`src/rtl/inst_decoder_pkg.sv`:
```
// Shared constants for the instruction decoder: inst field positions, burst type codes, err bit indices.
package inst_decoder_pkg;

  localparam int INST_W    = 19;
  localparam int NUM_TYPES = 6;

  localparam int B_DIV      = 18;
  localparam int B_ACC      = 17;
  localparam int B_OFIFO_RD = 16;
  localparam int B_QK_ADD   = 12;
  localparam int B_P_ADD    = 8;
  localparam int B_EXECUTE  = 7;
  localparam int B_LOAD     = 6;
  localparam int B_QMEM_RD  = 5;
  localparam int B_QMEM_WR  = 4;
  localparam int B_KMEM_RD  = 3;
  localparam int B_KMEM_WR  = 2;
  localparam int B_PMEM_RD  = 1;
  localparam int B_PMEM_WR  = 0;

  typedef enum logic [2:0] {
    BT_NONE = 3'd0,
    BT_QW   = 3'd1,
    BT_KW   = 3'd2,
    BT_KR   = 3'd3,
    BT_QR   = 3'd4,
    BT_PW   = 3'd5,
    BT_PR   = 3'd6
  } burst_type_e;

  localparam int ERR_CONFLICT = 0;
  localparam int ERR_ADDR     = 1;
  localparam int ERR_LEN      = 2;

  // Tracker index i reports type code i+1; write trackers are length-checked, PW/PR follow pmem_add.
  localparam logic [NUM_TYPES-1:0] LEN_CHECK_MASK = 6'b010011;
  localparam logic [NUM_TYPES-1:0] P_ADDR_MASK    = 6'b110000;

  function automatic burst_type_e type_code(input int idx);
    return burst_type_e'(3'(idx + 1));
  endfunction

endpackage

```
`src/rtl/inst_decoder_if.sv`:
```
// Sequencer <-> decoder bundle: instruction word in, SRAM strobes, core controls and burst reports out.
interface inst_decoder_if #(parameter int ADDR_W = 4);

  logic [inst_decoder_pkg::INST_W-1:0] inst;
  logic              qmem_cen, qmem_wen, kmem_cen, kmem_wen, pmem_cen, pmem_wen;
  logic [ADDR_W-1:0] qk_addr, p_addr;
  logic              l0_wr, mac_exec, ofifo_rd_o, sfp_acc, sfp_div;
  logic              burst_done;
  logic [2:0]        burst_type;
  logic [4:0]        burst_beats;
  logic [2:0]        err;

  modport master (
    output inst,
    input  qmem_cen, qmem_wen, kmem_cen, kmem_wen, pmem_cen, pmem_wen,
    input  qk_addr, p_addr, l0_wr, mac_exec, ofifo_rd_o, sfp_acc, sfp_div,
    input  burst_done, burst_type, burst_beats, err
  );

  modport slave (
    input  inst,
    output qmem_cen, qmem_wen, kmem_cen, kmem_wen, pmem_cen, pmem_wen,
    output qk_addr, p_addr, l0_wr, mac_exec, ofifo_rd_o, sfp_acc, sfp_div,
    output burst_done, burst_type, burst_beats, err
  );

endinterface

```
`src/rtl/burst_tracker.sv`:
```
// One burst type: counts beats, checks address sequence; end/len/addr flags are combinational off the sample.
// Latency: flags valid in the sampling cycle; no backpressure.
module burst_tracker #(
  parameter int BURST_LEN = 8,
  parameter int ADDR_W    = 4,
  parameter bit CHECK_LEN = 1'b0
) (
  input  logic              clk,
  input  logic              reset,
  input  logic              beat,
  input  logic [ADDR_W-1:0] addr,
  output logic              done,
  output logic [4:0]        beats_out,
  output logic              addr_err,
  output logic              len_err
);

  logic              active;
  logic [4:0]        beats;
  logic [ADDR_W-1:0] exp_addr;

  assign done      = active & ~beat;
  assign beats_out = beats;
  assign addr_err  = beat & (active ? (addr != exp_addr) : (addr != '0));
  assign len_err   = CHECK_LEN & done & (beats != 5'(BURST_LEN));

  always_ff @(posedge clk or negedge reset) begin
    if (!reset) begin
      active   <= 1'b0;
      beats    <= '0;
      exp_addr <= '0;
    end else if (beat) begin
      active   <= 1'b1;
      // Counter saturates so very long read bursts still report 31.
      beats    <= !active ? 5'd1 : ((beats == 5'd31) ? beats : beats + 5'd1);
      exp_addr <= addr + 1'b1;
    end else begin
      active   <= 1'b0;
      beats    <= '0;
    end
  end

endmodule

```
`src/rtl/inst_decoder.sv`:
```
// Decodes the sequencer instruction word into SRAM strobes and core controls, tracking q/k/p bursts.
// Latency: 1 cycle from sample for every output; no backpressure (simultaneous burst reports queue by type).
module inst_decoder
  import inst_decoder_pkg::*;
#(
  parameter int BURST_LEN = 8,
  parameter int ADDR_W    = 4
) (
  input  logic           clk,
  input  logic           reset,
  inst_decoder_if.slave  bus
);

  logic [INST_W-1:0] inst;
  logic              q_rd, q_wr, k_rd, k_wr, p_rd, p_wr;
  logic [ADDR_W-1:0] qk_add, p_add;

  assign inst   = bus.inst;
  assign q_rd   = inst[B_QMEM_RD];
  assign q_wr   = inst[B_QMEM_WR];
  assign k_rd   = inst[B_KMEM_RD];
  assign k_wr   = inst[B_KMEM_WR];
  assign p_rd   = inst[B_PMEM_RD];
  assign p_wr   = inst[B_PMEM_WR];
  assign qk_add = inst[B_QK_ADD +: ADDR_W];
  assign p_add  = inst[B_P_ADD +: ADDR_W];

  logic [NUM_TYPES-1:0] beat_vec, end_vec, aerr_vec, lerr_vec;
  logic [4:0]           end_beats [NUM_TYPES];
  logic                 conflict;

  // A conflicting cycle counts as a write beat only; the read tracker never sees it.
  assign beat_vec = {p_rd & ~p_wr, p_wr, q_rd & ~q_wr, k_rd & ~k_wr, k_wr, q_wr};
  assign conflict = (q_rd & q_wr) | (k_rd & k_wr) | (p_rd & p_wr);

  for (genvar i = 0; i < NUM_TYPES; i++) begin : g_trk
    burst_tracker #(
      .BURST_LEN (BURST_LEN),
      .ADDR_W    (ADDR_W),
      .CHECK_LEN (LEN_CHECK_MASK[i])
    ) u_trk (
      .clk       (clk),
      .reset     (reset),
      .beat      (beat_vec[i]),
      .addr      (P_ADDR_MASK[i] ? p_add : qk_add),
      .done      (end_vec[i]),
      .beats_out (end_beats[i]),
      .addr_err  (aerr_vec[i]),
      .len_err   (lerr_vec[i])
    );
  end

  logic [NUM_TYPES-1:0] pend, pend_nxt, merged, rpt_onehot;
  logic [4:0]           pend_beats [NUM_TYPES];
  logic                 rpt_vld;
  burst_type_e          rpt_type;
  logic [4:0]           rpt_beats;
  logic [2:0]           err_set;

  // Lowest type code wins; descending scan leaves the lowest set index as the final pick.
  always_comb begin
    merged     = pend | end_vec;
    rpt_vld    = 1'b0;
    rpt_type   = BT_NONE;
    rpt_beats  = '0;
    rpt_onehot = '0;
    for (int i = NUM_TYPES - 1; i >= 0; i--) begin
      if (merged[i]) begin
        rpt_vld       = 1'b1;
        rpt_type      = type_code(i);
        rpt_beats     = end_vec[i] ? end_beats[i] : pend_beats[i];
        rpt_onehot    = '0;
        rpt_onehot[i] = 1'b1;
      end
    end
    pend_nxt = merged & ~rpt_onehot;
  end

  always_comb begin
    err_set               = '0;
    err_set[ERR_CONFLICT] = conflict;
    err_set[ERR_ADDR]     = |aerr_vec;
    err_set[ERR_LEN]      = |lerr_vec;
  end

  logic              qmem_cen, qmem_wen, kmem_cen, kmem_wen, pmem_cen, pmem_wen;
  logic [ADDR_W-1:0] qk_addr, p_addr;
  logic              l0_wr, mac_exec, ofifo_rd_o, sfp_acc, sfp_div;
  logic              burst_done;
  logic [2:0]        burst_type;
  logic [4:0]        burst_beats;
  logic [2:0]        err;

  always_ff @(posedge clk or negedge reset) begin
    if (!reset) begin
      qmem_cen    <= 1'b1;
      qmem_wen    <= 1'b1;
      kmem_cen    <= 1'b1;
      kmem_wen    <= 1'b1;
      pmem_cen    <= 1'b1;
      pmem_wen    <= 1'b1;
      qk_addr     <= '0;
      p_addr      <= '0;
      l0_wr       <= 1'b0;
      mac_exec    <= 1'b0;
      ofifo_rd_o  <= 1'b0;
      sfp_acc     <= 1'b0;
      sfp_div     <= 1'b0;
      burst_done  <= 1'b0;
      burst_type  <= '0;
      burst_beats <= '0;
      err         <= '0;
      pend        <= '0;
      for (int i = 0; i < NUM_TYPES; i++) pend_beats[i] <= '0;
    end else begin
      // Read wins on a conflict: the SRAM is enabled but write-disabled.
      qmem_cen    <= ~(q_rd | q_wr);
      qmem_wen    <= ~(q_wr & ~q_rd);
      kmem_cen    <= ~(k_rd | k_wr);
      kmem_wen    <= ~(k_wr & ~k_rd);
      pmem_cen    <= ~(p_rd | p_wr);
      pmem_wen    <= ~(p_wr & ~p_rd);
      qk_addr     <= qk_add;
      p_addr      <= p_add;
      l0_wr       <= inst[B_LOAD];
      mac_exec    <= inst[B_EXECUTE];
      ofifo_rd_o  <= inst[B_OFIFO_RD];
      sfp_acc     <= inst[B_ACC];
      sfp_div     <= inst[B_DIV];
      burst_done  <= rpt_vld;
      burst_type  <= rpt_type;
      burst_beats <= rpt_beats;
      err         <= err | err_set;
      pend        <= pend_nxt;
      for (int i = 0; i < NUM_TYPES; i++) begin
        if (end_vec[i]) pend_beats[i] <= end_beats[i];
      end
    end
  end

  assign bus.qmem_cen    = qmem_cen;
  assign bus.qmem_wen    = qmem_wen;
  assign bus.kmem_cen    = kmem_cen;
  assign bus.kmem_wen    = kmem_wen;
  assign bus.pmem_cen    = pmem_cen;
  assign bus.pmem_wen    = pmem_wen;
  assign bus.qk_addr     = qk_addr;
  assign bus.p_addr      = p_addr;
  assign bus.l0_wr       = l0_wr;
  assign bus.mac_exec    = mac_exec;
  assign bus.ofifo_rd_o  = ofifo_rd_o;
  assign bus.sfp_acc     = sfp_acc;
  assign bus.sfp_div     = sfp_div;
  assign bus.burst_done  = burst_done;
  assign bus.burst_type  = burst_type;
  assign bus.burst_beats = burst_beats;
  assign bus.err         = err;

endmodule

```
`src/flat_wrapper.sv`:
```
// flat-port wrapper written by rule: the top's interface ports become plain ports
module inst_decoder_flat import inst_decoder_pkg::*;
#(
  parameter int BURST_LEN = 8,
  parameter int ADDR_W    = 4
)
  (clk, reset, bus_inst, bus_qmem_cen, bus_qmem_wen, bus_kmem_cen, bus_kmem_wen, bus_pmem_cen, bus_pmem_wen, bus_qk_addr, bus_p_addr, bus_l0_wr, bus_mac_exec, bus_ofifo_rd_o, bus_sfp_acc, bus_sfp_div, bus_burst_done, bus_burst_type, bus_burst_beats, bus_err);
  inst_decoder_if #(.ADDR_W(ADDR_W)) bus_i ();
  input  logic clk;
  input  logic reset;
  input wire logic [$bits(bus_i.inst)-1:0] bus_inst;
  output wire logic [$bits(bus_i.qmem_cen)-1:0] bus_qmem_cen;
  output wire logic [$bits(bus_i.qmem_wen)-1:0] bus_qmem_wen;
  output wire logic [$bits(bus_i.kmem_cen)-1:0] bus_kmem_cen;
  output wire logic [$bits(bus_i.kmem_wen)-1:0] bus_kmem_wen;
  output wire logic [$bits(bus_i.pmem_cen)-1:0] bus_pmem_cen;
  output wire logic [$bits(bus_i.pmem_wen)-1:0] bus_pmem_wen;
  output wire logic [$bits(bus_i.qk_addr)-1:0] bus_qk_addr;
  output wire logic [$bits(bus_i.p_addr)-1:0] bus_p_addr;
  output wire logic [$bits(bus_i.l0_wr)-1:0] bus_l0_wr;
  output wire logic [$bits(bus_i.mac_exec)-1:0] bus_mac_exec;
  output wire logic [$bits(bus_i.ofifo_rd_o)-1:0] bus_ofifo_rd_o;
  output wire logic [$bits(bus_i.sfp_acc)-1:0] bus_sfp_acc;
  output wire logic [$bits(bus_i.sfp_div)-1:0] bus_sfp_div;
  output wire logic [$bits(bus_i.burst_done)-1:0] bus_burst_done;
  output wire logic [$bits(bus_i.burst_type)-1:0] bus_burst_type;
  output wire logic [$bits(bus_i.burst_beats)-1:0] bus_burst_beats;
  output wire logic [$bits(bus_i.err)-1:0] bus_err;
  assign bus_i.inst = bus_inst;
  assign bus_qmem_cen = bus_i.qmem_cen;
  assign bus_qmem_wen = bus_i.qmem_wen;
  assign bus_kmem_cen = bus_i.kmem_cen;
  assign bus_kmem_wen = bus_i.kmem_wen;
  assign bus_pmem_cen = bus_i.pmem_cen;
  assign bus_pmem_wen = bus_i.pmem_wen;
  assign bus_qk_addr = bus_i.qk_addr;
  assign bus_p_addr = bus_i.p_addr;
  assign bus_l0_wr = bus_i.l0_wr;
  assign bus_mac_exec = bus_i.mac_exec;
  assign bus_ofifo_rd_o = bus_i.ofifo_rd_o;
  assign bus_sfp_acc = bus_i.sfp_acc;
  assign bus_sfp_div = bus_i.sfp_div;
  assign bus_burst_done = bus_i.burst_done;
  assign bus_burst_type = bus_i.burst_type;
  assign bus_burst_beats = bus_i.burst_beats;
  assign bus_err = bus_i.err;
  inst_decoder #(.BURST_LEN(BURST_LEN), .ADDR_W(ADDR_W)) u_core (.clk(clk), .reset(reset), .bus(bus_i));
endmodule
```
`config.mk`:
```
export PLATFORM = sky130hd
export DESIGN_NAME = inst_decoder_flat
export DESIGN_NICKNAME = d
export VERILOG_FILES = /design/src/rtl/inst_decoder_pkg.sv /design/src/rtl/inst_decoder_if.sv /design/src/rtl/burst_tracker.sv /design/src/rtl/inst_decoder.sv /design/src/flat_wrapper.sv
export SDC_FILE = /design/constraint.sdc
export NUM_CORES = 1
export LEC_CHECK = 0
export CORE_MARGIN = 4
export CORE_UTILIZATION = 60
export CTS_CLUSTER_DIAMETER = 120
export DETAILED_ROUTE_END_ITERATION = 10
export PLACE_DENSITY = 0.84
export SLEW_MARGIN = 20
export SYNTH_ARGS = -nofsm -noshare
export SYNTH_HDL_FRONTEND = slang
export SYNTH_HIERARCHICAL = 1
export SYNTH_SLANG_ARGS = --single-unit
```
`constraint.sdc`:
```
create_clock -name clk -period 3.67 [get_ports clk]
set_input_delay 0.734 -clock clk [delete_from_list [all_inputs] [get_ports clk]]
set_output_delay 0.734 -clock clk [all_outputs]
set_load 0.05 [all_outputs]
```
Yosys cells after proc, flatten, opt, wreduce, memory -nomap -nowiden --
Index checks and enable logic that the tools add are counted.
Operators by class: $add $sub $neg 8, equal/unequal tests 21, muxes and demuxes 60, bitwise operators 48, reductions and logical operators 4
Operators by type and width (count):
- 5-bit 2-to-1 mux | 30
- 6-bit 2-to-1 mux | 6
- 5-bit by 1-bit adder with 5-bit output (second input constant) | 6
- 5-bit == test (second input constant) | 6
- 1-bit bitwise AND | 24
- 4-bit != test | 6
- 1-bit 2-to-1 mux | 18
- 3-bit 2-to-1 mux | 6
- 3-bit != test (second input constant) | 6
- 5-bit by 4-bit != test with 1-bit output (second input constant) | 3
- 1-bit inverter | 15
- 4-bit by 1-bit adder with 4-bit output (second input constant) | 2
- 4-bit nonzero test | 2
- 6-bit bitwise AND | 1
- 6-bit inverter | 1
- 6-bit bitwise OR | 1
- 6-bit OR reduction | 1
- 1-bit bitwise OR | 5
- 3-bit bitwise OR | 1
- 3-bit OR reduction | 1
Storage, ports and cells: flip-flop bits (word level) 127, input port bits 21, output and inout port bits 31, word-level logic and storage cells 183

Depth between registers and ports, before layout --
Gate-level depths: netlist (run 1).
word-level depth 13, gate-level depth with buffers 8, gate-level depth less buffers 7

By module --
The synthesis (run 1) kept the hierarchy.
By module, submodules not included:
- inst_decoder | times used 1, cells an instance 214, area each 2457.4 µm², seq. area each 1534.0 µm²
- burst_tracker at u_core.g_trk[0].u_trk ... | times used 3, cells an instance 54, area each 570.5 µm², seq. area each 250.2 µm²
- burst_tracker at u_core.g_trk[2].u_trk ... | times used 3, cells an instance 51, area each 545.5 µm², seq. area each 250.2 µm²

Worst setup path before layout (run 1) --
OpenSTA, ideal clock, no wires.
path type input to register, from in bus_inst[5], to reg u_core.burst_beats[0], in the netlist u_core/bus.burst_beats[0], arrival time 2.122 ns, data required time 3.578 ns, slack 1.456 ns, stages on the path 7, buffers on the path 1, path through nor2b_1 > buf_2 > nor2b_1 > or4_4 > nor2_8 > a211oi_2 > o31ai_2
Between the ends: longest elaborated chain between the ends 8, elaborated cells between the ends (all ways) 9, those cells by class mux: 5; bitwise: 4
Ends and longest elaborated chain:
- start: declaration | line flat_wrapper.sv:11 | input wire logic [$bits(bus_i.inst)-1:0] bus_inst;
- 1-bit bitwise AND (*) | line inst_decoder.sv:33 | assign beat_vec = {p_rd & ~p_wr, p_wr, q_rd & ~q_wr, k_rd & ~k_wr, k_wr, q_wr};
- 1-bit inverter (*) | line burst_tracker.sv:22 | assign done = active & ~beat;
- 1-bit bitwise AND (*) | line burst_tracker.sv:22
- net u_core.end_vec[3] | line inst_decoder.sv:28 | logic [NUM_TYPES-1:0] beat_vec, end_vec, aerr_vec, lerr_vec;
- 5-bit 2-to-1 mux / 6-bit bitwise OR (equally long branches) | line inst_decoder.sv:71, inst_decoder.sv:62
- 5-bit 2-to-1 mux (*) (4 in a row) | line inst_decoder.sv:68 | if (merged[i]) begin
- net u_core.rpt_beats[0] | line inst_decoder.sv:57 | logic [4:0] rpt_beats;
- end signal: assignment | line inst_decoder.sv:132 | burst_beats <= rpt_beats;
- end: declaration | line inst_decoder.sv:91 | logic [4:0] burst_beats;
Mark *: on every way through the listed nets, which the timed path passes. The rest lies on a longest branch. A chain may end at the register's enable or synchronous reset.

Final worst setup path (run 1) --
from reg u_core.kmem_cen, in the netlist u_core/bus.kmem_cen, to out bus_kmem_cen
RTL lines:
- start: declaration | line inst_decoder.sv:86 | logic qmem_cen, qmem_wen, kmem_cen, kmem_wen, pmem_cen, pmem_wen;
- start signal: assignment | line inst_decoder.sv:119 | kmem_cen <= ~(k_rd | k_wr);
- end: declaration | line flat_wrapper.sv:14 | output wire logic [$bits(bus_i.kmem_cen)-1:0] bus_kmem_cen;
No word-level cell between the ends.

==> results of run 1 <==
[cells in the mapped netlist, types with 2 or more instances]
master,count
sky130_fd_sc_hd__a21boi_0,6
sky130_fd_sc_hd__o31ai_2,5
sky130_fd_sc_hd__nor2b_1,20
sky130_fd_sc_hd__nor2_1,47
sky130_fd_sc_hd__mux2i_1,12
sky130_fd_sc_hd__a31oi_1,6
sky130_fd_sc_hd__conb_1,3
sky130_fd_sc_hd__nand4b_1,6
sky130_fd_sc_hd__nand3_1,11
sky130_fd_sc_hd__buf_2,6
sky130_fd_sc_hd__nor3_1,11
sky130_fd_sc_hd__mux2_1,5
sky130_fd_sc_hd__ha_1,27
sky130_fd_sc_hd__nand2b_1,3
sky130_fd_sc_hd__dfrtp_1,115
sky130_fd_sc_hd__a22oi_1,6
sky130_fd_sc_hd__dfstp_2,6
sky130_fd_sc_hd__inv_1,39
sky130_fd_sc_hd__o41ai_1,6
sky130_fd_sc_hd__a21oi_1,30
sky130_fd_sc_hd__mux2_2,17
sky130_fd_sc_hd__clkbuf_1,10
sky130_fd_sc_hd__nor4_1,2
sky130_fd_sc_hd__o21ai_0,3
sky130_fd_sc_hd__o21ai_1,13
sky130_fd_sc_hd__nor4bb_1,3
sky130_fd_sc_hd__and3_1,6
sky130_fd_sc_hd__nand3b_1,10
sky130_fd_sc_hd__xnor2_1,18
sky130_fd_sc_hd__xor2_1,36
sky130_fd_sc_hd__buf_4,3
sky130_fd_sc_hd__nand2_1,26
sky130_fd_sc_hd__a211oi_2,5
[cells by family (layout without fill, tap and decap cells)]
kind of cell | after synthesis | count (layout) | synth area share, %
mux | 34 | 34 | 6.34
simple gates | 149 | 149 | 13.4
xor+xnor | 54 | 54 | 8.15
flops | 121 | 121 | 52.3
compound gates | 82 | 82 | 9.53
other cells | 3 | 3 | 0.194
fa+ha+maj | 27 | 27 | 5.82
buf+inv | 59 | 136 | 4.27
[per-stage QoR]
stage / power (mW) / std cells / area, sq um / utilization [%] / setup slack [ps]
2_1_floorplan: 1.82 / 529 / 5810 / - / 1460
3_3_place_gp: 1.98 / 703 / 6490 / 69.6 / 876
3_5_place_dp: 2.00 / 703 / 6490 / 69.6 / 826
4_1_cts: 3.77 / 735 / 7120 / 76.3 / 1050
5_1_grt: 3.89 / 735 / 7120 / 76.3 / 1030
6_report: 3.74 / 735 / 7120 / 76.3 / 1080
[state kept, by name (all words and copies together), names as in the netlist]
name and flops:
u_core/g_trk.u_trk/exp_addr 24, u_core/bus.mac_exec 1, u_core/bus.qmem_cen 1, u_core/bus.burst_type 3, u_core/bus.burst_done 1, u_core/bus.kmem_wen 1, u_core/bus.pmem_cen 1, u_core/bus.qk_addr 4
u_core/pend 5, u_core/g_trk.u_trk/active 6, u_core/bus.err 3, u_core/bus.p_addr 4, u_core/bus.burst_beats 5, u_core/bus.ofifo_rd_o 1, u_core/bus.kmem_cen 1, u_core/bus.qmem_wen 1
u_core/bus.pmem_wen 1, u_core/bus.sfp_acc 1, u_core/pend_beats 25, u_core/bus.sfp_div 1, u_core/g_trk.u_trk/beats_out 30, u_core/bus.l0_wr 1
[where the power goes]
| group | internal (mW) | switching (mW) | leakage, nW |
|---|---|---|---|
| combinational | 0.193 | 0.294 | 1.37 |
| sequential | 1.43 | 0.0670 | 1.51 |
| clock | 1.16 | 0.603 | 0.301 |
[area by class of cell]
| cell class | instances | area [sq um] | share of cell area, % |
|---|---|---|---|
| tap | 129 | 161 | 2.27 |
| clock buffer | 22 | 463 | 6.50 |
| clock inverter | 10 | 166 | 2.34 |
| inverter | 39 | 146 | 2.06 |
| timing repair buffer | 65 | 626 | 8.79 |
| sequential | 121 | 3040 | 42.6 |
| multi-input combinational | 349 | 2520 | 35.4 |
[per-layer routing]
metal / vias up / part of all wire (%) / wire length (microns)
li1: 1913 / - / -
met1: 1959 / 43 / 5240
met2: 98 / 51 / 6270
met3: 18 / 4.8 / 594
met4: 0 / 1.4 / 176
met5: - / 0 / 0
[cell usage in the layout, fill, tap and decap left out, types with 10 or more instances in the layout]
cell type | Yosys | layout
sky130_fd_sc_hd__mux2i_1 | 12 | 12
sky130_fd_sc_hd__ha_1 | 27 | 27
sky130_fd_sc_hd__nor2_1 | 47 | 47
sky130_fd_sc_hd__buf_4 | 3 | 14
sky130_fd_sc_hd__nand3b_1 | 10 | 10
sky130_fd_sc_hd__dfrtp_1 | 115 | 115
sky130_fd_sc_hd__xor2_1 | 36 | 36
sky130_fd_sc_hd__inv_1 | 39 | 39
sky130_fd_sc_hd__clkbuf_16 | 0 | 16
sky130_fd_sc_hd__o21ai_1 | 13 | 13
sky130_fd_sc_hd__nand3_1 | 11 | 11
sky130_fd_sc_hd__nor2b_1 | 20 | 20
sky130_fd_sc_hd__mux2_2 | 17 | 17
sky130_fd_sc_hd__nand2_1 | 26 | 26
sky130_fd_sc_hd__a21oi_1 | 30 | 30
sky130_fd_sc_hd__xnor2_1 | 18 | 18
sky130_fd_sc_hd__clkdlybuf4s50_1 | 0 | 50
sky130_fd_sc_hd__nor3_1 | 11 | 11
[worst max-delay path by stage]
stage / to / slack, ps / depth (start not counted)
after detailed placement: u_core/bus.burst_beats[4]$_DFF_PN0_ / 830 / 7
after floorplan: u_core/bus.burst_beats[0]$_DFF_PN0_ / 1460 / 7
final: bus_kmem_cen / 1080 / 1
after CTS: bus_kmem_cen / 1050 / 1
after global routing: bus_kmem_cen / 1030 / 1
after global placement: u_core/bus.burst_beats[3]$_DFF_PN0_ / 880 / 7
==> results, run 1 <==
- The sum of buffers and inverters on the critical path is 1.
- Clock-pin slew was measured on the worst setup and hold paths at ~60 ps.
- The clock period could shrink to 2590 ps.
- Hold repair after CTS inserted 0 buffers.
- Summing every instance area after synthesis gives 5810 sq um.
- The worst stage delay on the critical path is about 800 ps.
- Sorting the synthesized cells by area gives the leading types as sky130_fd_sc_hd__dfrtp_1, sky130_fd_sc_hd__ha_1, sky130_fd_sc_hd__xor2_1.
- The floorplan has 35 rows.
- No sink is reached through more buffers than the 2 on the longest clock path.
- The die outline height is 106 microns.
- The origin of the worst setup path is u_core/bus.kmem_cen$_DFF_PN1_.
- The library cell with the largest summed area after synthesis is sky130_fd_sc_hd__dfrtp_1.
- On the critical path the largest part of the delay comes from buffers and inverters.
- The TritonCTS clock tree is done.
- The analysis attributes to cell leakage a power of approximately 3.2 nW.
- The core region is 9330 sq um.
- The layer flagged by global routing as most heavily used is met2.
- The critical path endpoint category is a primary output.
- The number of global-route vias before repair came to 4207.
- The run finished with clean final reports.
- Counting every net in the synthesized netlist gives 577.
- During I/O placement, the number of pins put on the boundary was between 50 and 60.
- From left edge to right edge, the die measures 106 microns.
- The area share of the largest cell type after synthesis is 49.6%.
- The cell with the biggest individual delay on the critical path is sky130_fd_sc_hd__clkdlybuf4s50_1.
- The average vias per placed instance is 5.43.
- The worst slew margin relative to its limit is 49.2%.
- In this run the power density over the cells is around 530 nW/um^2.
- Max-cap violations in this run came to 0.
- Synthesis inferred 121 register bits.
- During placement, the flow inserted port buffers numbering 51.
- The primary flip-flop cell chosen by synthesis mapping is sky130_fd_sc_hd__dfrtp_1.
- The net count of the finished layout is 641.
- The achievable clock frequency is slightly below 400 MHz.
- The global routing met2 resource utilization is 38.2%.
- In the routed design, unresolved DRC markers number 0.
- The total count of hold-check failures in the final report was 0.
- The met3 track demand over resource is 6.25%.
- Setup total negative slack on the finished layout was measured at 0 ps.
- The initial utilization of the core area, before any placement, comes to between 60 and 70%.
- Counting flops with an async set or reset pin after synthesis yields a share of 100%.
- The layout filler cell count is 600.
- For the pin with the worst max-slew slack, the measured transition is 762 ps.
- At the later pin of the worst-skew pair, clock insertion delay measures 530 ps.
- For this design, the sink count on the clock tree is ~120.
- Detailed placement finished with a half-perimeter wire length of roughly 8.4 mm.
- The worst hold slack is around 280 ps.
- Along the worst path, the maximum fanout reaches 1.
- In the final layout, the share of cells above drive strength 1 is 13.2%.
- The worst register-to-register path has a depth of 5.
- The detailed router finished its first iteration with 324 violations.
- The number of buffers added by the clock tree synthesis step is 17.
- For the worst setup path, the data arrival time is 1860 ps.
- The number of synthesized flops with an enable pin is 0.
- Global routing used 23.6% of the available tracks across all layers.
- The end of the worst register-to-register path is u_core/bus.burst_beats[4]$_DFF_PN0_.
- IR analysis of the VDD net gives a maximum drop of 0.000453 V.
- The post-CTS setup-driven buffer insertion count is 0.
- Setup violations remaining at the end of the flow were counted as 0.
- The clock tree root buffer cell is sky130_fd_sc_hd__clkbuf_8.
- The kind of start point of the critical path is a flop.
- For met1 alone, demand over resource in global routing was 30.6%.
- The required arrival time at the worst endpoint is 2940 ps.
- The wire length per cell is 16.7 microns.
- Summing over every cut layer, the via total after detailed routing is 3988.
- The class of the most critical setup path is flop to primary output.
- In this run the remaining antenna-violating nets after routing total 0.
- The H-tree depth reported by CTS is 4.
- The last weighted congestion value of the routability-driven placer is 0.801.
- During synthesis, Yosys emitted a total of 6 warnings.
- The number of iterations in the first detailed-routing pass is 5.
- The initial antenna violation count is 0.
- The final layout contains routed wiring with a total length of 12.3 mm.
- The area of the die is 11300 sq um.
- Of the available clock period, the critical path in the final layout requires 70.6%.
- The number of slew-limit violations in the final report is 0.
- The repair_antennas step left the layout with diodes totalling 0.
- Entering global routing, the biggest net connects 60 pins.
- After global routing the overflow that remains totals 0.
- For this run, the register share of the synthesized area comes to 52.3%.
- The first-pass GRT wire length is approximately 21 mm.
- The maximum clock skew at final layout is 9.22 ps.
- The kind of path behind the tightest hold check is input pin to asynchronous set/reset pin.
- The number of gates resized after CTS was 0.
- Setup repair after global routing left no endpoint under its margin.
- The critical path goes through clkdlybuf4s50_1.
- The number of unique standard cell types used by synthesis is 40.
- For flop-to-flop paths, the worst setup slack is ~1700 ps.
- The area growth from synthesis to layout is 22.7%.
- The synthesized area per cell is 11.0 sq um.
- In this run the critical register-to-register path is launched from u_core/g_trk[1].u_trk/active$_DFF_PN0_.
- Counting every instance in the synthesized netlist gives approximately 530.
Power figures use the tool's default switching activity.
==> inputs of run 2 (changes only) <==
- CORE_UTILIZATION: 60 -> 52
- PLACE_DENSITY: 0.84 -> 0.77
- clock period: 3.67 -> 2.3 ns (I/O delays scaled with it)
==> run 2 against run 1 <==
Power is 56% higher. Largest power group unchanged. Sequential power up 60%. Sequential cell count unchanged. Sequential share of layout area down 0.81 points. Critical endpoint is now bus_err[1]. Largest cell class unchanged. Global-route usage down 3.3 points.
==> results, run 2 (synthesis results as in run 1) <==
- The run finished with clean final reports.
- The worst pin sits at a relative slew slack of between 50% and 60%.
- The maximum number of pins on one net before global-route repair is 46.
- Across the routed clock network, the largest skew measured is just under 6 ps.
- The sum of buffers and inverters on the critical path is 1.
- The library cell used most frequently in the layout, excluding fill and tap cells, is sky130_fd_sc_hd__dfrtp_1.
- The total count of hold-check failures in the final report is 0.
- The initial antenna violation count came to 0.
- Wires add up to 12.1 mm.
- The register with the most flip-flops in the layout has 30 of them.
- The slowest stage of the critical path is the sky130_fd_sc_hd__clkdlybuf4s50_1 cell.
- The number of slew-limit violations in the final report is 0.
- The library cells used most frequently in the layout, excluding fill and tap cells, are sky130_fd_sc_hd__dfrtp_1, sky130_fd_sc_hd__nor2_1, sky130_fd_sc_hd__clkdlybuf4s50_1.
- Walking the worst path, the cells encountered are clkdlybuf4s50_1.
- STA puts the critical path data required time at around 1800 ps.
- From synthesis to final layout, the design area changed by 25.0%.
- The final cell utilization of the core is 66.7%.
- The clock transition at the register clock pins on the worst setup and hold paths after CTS is 60 ps.
- The die outline height is between 100 and 150 microns.
- STA classifies the critical path endpoint as a primary output.
- The detailed router placed slightly above 4000 vias in this run.
- The critical path ends at bus_err[1].
- Across the VDD grid, the largest voltage drop is 0.000442 V.
- The layout filler cell count is 831.
- At the later pin of the worst-skew pair, clock insertion delay measures between 500 and 600 ps.
- Once layout is done, the placed cells without fillers occupy 7260 sq um.
- Max-cap violations in this run came to 0.
- The kind of start point of the critical path is a flop.
- For the pin with the worst max-slew slack, the measured transition is 679 ps.
- For this run, design rule violations remaining after detail routing come to 0.
- The most critical setup path has its startpoint at u_core/bus.err[1]$_DFF_PN0_.
- For this design the ratio of total power to cell area is just over 800 nW/um^2.
- The average vias per placed instance is 5.38.
- The final period demand of the worst path is 2150 ps.
- The total negative slack is 0 ps.
- Setup violations remaining at the end of the flow were counted as 0.
- The total overflow left after global routing is 0.
- In the final routed layout, each cell accounts on average for 15.9 microns.
- The core region is approximately 11000 sq um.
- The first TritonRoute pass finished after 7 iterations.
- The count of nets left with antenna violations once routing finished came out at 0.
- The critical path in this run is classified as flop to primary output.
- Setup repair after global routing left no endpoint under its margin.
- The end of the worst register-to-register path is u_core/bus.burst_beats[1]$_DFF_PN0_.
- Summing all placed instances gives a cell area of 6660 sq um.
- The total number of nets in the final design is 661.
- The count of buffers added on input and output ports is 51.
- Once the floorplan was initialized, standard cells occupied 53.3% of the core.
- TritonCTS created 17 clock buffers.
- The ratio of final minimum period to clock period is 93.7%.
- The number of global-route vias before repair is about 4300.
- The congestion estimate from routability-driven global placement came to a little under 0.8.
- The TritonCTS clock tree is done.
- In this run the number of cells on the critical path is 1.
- The worst-path maximum fanout is 2.
- The achievable clock frequency is 464 MHz.
- The area of the die is 12900 sq um.
- Total power for the finished layout comes to 5.84 mW.
- Measured in cells, the most critical reg-to-reg path has a length of 5.
- The H-tree was split into 4 levels.
- The first-pass GRT wire length is 20.6 mm.
- Clock tree synthesis selected as its root buffer the cell sky130_fd_sc_hd__clkbuf_8.
- STA puts the critical path data arrival time at about 1700 ps.
- The die is 114 microns wide.
- For this design the static power due to leakage is 3.28 nW.
- The number of violations reported at the end of detailed-routing iteration 0 is 190.
- The cell family with the largest share of critical-path delay is buffers and inverters.
- The maximum buffer depth of the clock tree is 2.
- The worst register-to-register path begins at u_core/g_trk[1].u_trk/active$_DFF_PN0_.
- Once detailed placement completed, the half-perimeter wirelength came to about 8.6 mm.
- The fraction of final layout cells sized beyond drive strength 1 is 15.5%.
- Counting every sink on the clock net gives roughly 120.
- For this run, the slowest stage of the critical path takes 820 ps.
- The number of ports placed on the die boundary is 52.
- The antenna diode count is 0.
- In this run the worst hold path is classified as input pin to asynchronous set/reset pin.
- In the final layout, the multi-input gates occupy 2520 sq um.
- Global routing used about 20% of the available tracks.
- The sequential cell area is 3040 sq um.
- The number of placement rows is 38.
- On the final layout, the worst hold slack is ~360 ps.
- The slack of the worst reg-to-reg path is 370 ps.
-- run 2: cell types whose count changed in the layout (fill, tap and decap cells not counted) --
cell and delta:
sky130_fd_sc_hd__clkinv_4 -3, sky130_fd_sc_hd__dlygate4sd2_1 +6, sky130_fd_sc_hd__clkbuf_8 +1, sky130_fd_sc_hd__buf_4 +18, sky130_fd_sc_hd__bufinv_16 -1, sky130_fd_sc_hd__clkinv_2 +1
sky130_fd_sc_hd__clkbuf_1 +1, sky130_fd_sc_hd__clkdlybuf4s50_1 -6, sky130_fd_sc_hd__dlygate4sd3_1 +1, sky130_fd_sc_hd__buf_12 +1
-- run 2: area by class of cell --
type                            instances  area share (%)
Clock inverter                          7            1.59
Multi-Input combinational cell        349            34.8
Clock buffer                           24            6.62
Inverter                               39            2.02
Sequential cell                       121            41.8
Timing Repair Buffer                   85            10.8
Tap cell                              140            2.41
-- run 2: stage by stage --
| stage | instances | setup WS [ps] |
|---|---|---|
| floorplan | 529 | 360 |
| global placement | 733 | -38.9 |
| detailed placement | 733 | -77.7 |
| CTS | 765 | 124 |
| global route | 765 | 63.6 |
| finish | 765 | 145 |
-- run 2: worst min path at each step --
stage,endpoint,startpoint,depth (start not counted),slack [ps]
after CTS,u_core/g_trk[2].u_trk/beats_out[0]$_DFFE_PN0P_,reset,2,360
after global routing,u_core/g_trk[2].u_trk/beats_out[0]$_DFFE_PN0P_,reset,2,360
after global placement,u_core/g_trk[2].u_trk/beats_out[2]$_DFFE_PN0P_,reset,1,350
after floorplan,u_core/bus.burst_beats[0]$_DFF_PN0_,reset,0,160
after detailed placement,u_core/g_trk[2].u_trk/beats_out[2]$_DFFE_PN0P_,reset,1,350
final,u_core/g_trk[2].u_trk/beats_out[0]$_DFFE_PN0P_,reset,2,360
-- run 2: report_power, final --
group	internal, mW	switching, mW
Sequential	2.28	0.106
Clock	1.75	0.884
Combinational	0.339	0.480
-- run 2: worst register-to-register path, cell delays in order, from the launching register on --
cell,delay [ps]
sky130_fd_sc_hd__dfrtp_1,420
sky130_fd_sc_hd__nor2b_1,590
sky130_fd_sc_hd__nor2_1,240
sky130_fd_sc_hd__nor2_1,350
sky130_fd_sc_hd__a22oi_1,160
sky130_fd_sc_hd__o31ai_2,80
-- run 2: layer usage --
metal / global-route usage [%] / share of wire [%]
met1: 26.1 / 44
met2: 32.9 / 50
met3: 5.52 / 4.4
met4: 7.93 / 1.9
met5: 0 / 0
-- run 2: what timing repair did --
action | CTS | global route
gates resized for setup | 6 | 0
endpoints found under the setup margin | 6 | 0
hold buffers | 1 | 0
setup buffers | 0 | 0
hold endpoints to repair | 13 | 0
==> inputs of run 3 (changes only) <==
- CAP_MARGIN: unset -> 20
==> results of run 3 <==
No change in the layout: final DEF, timing and power equal those of run 2.
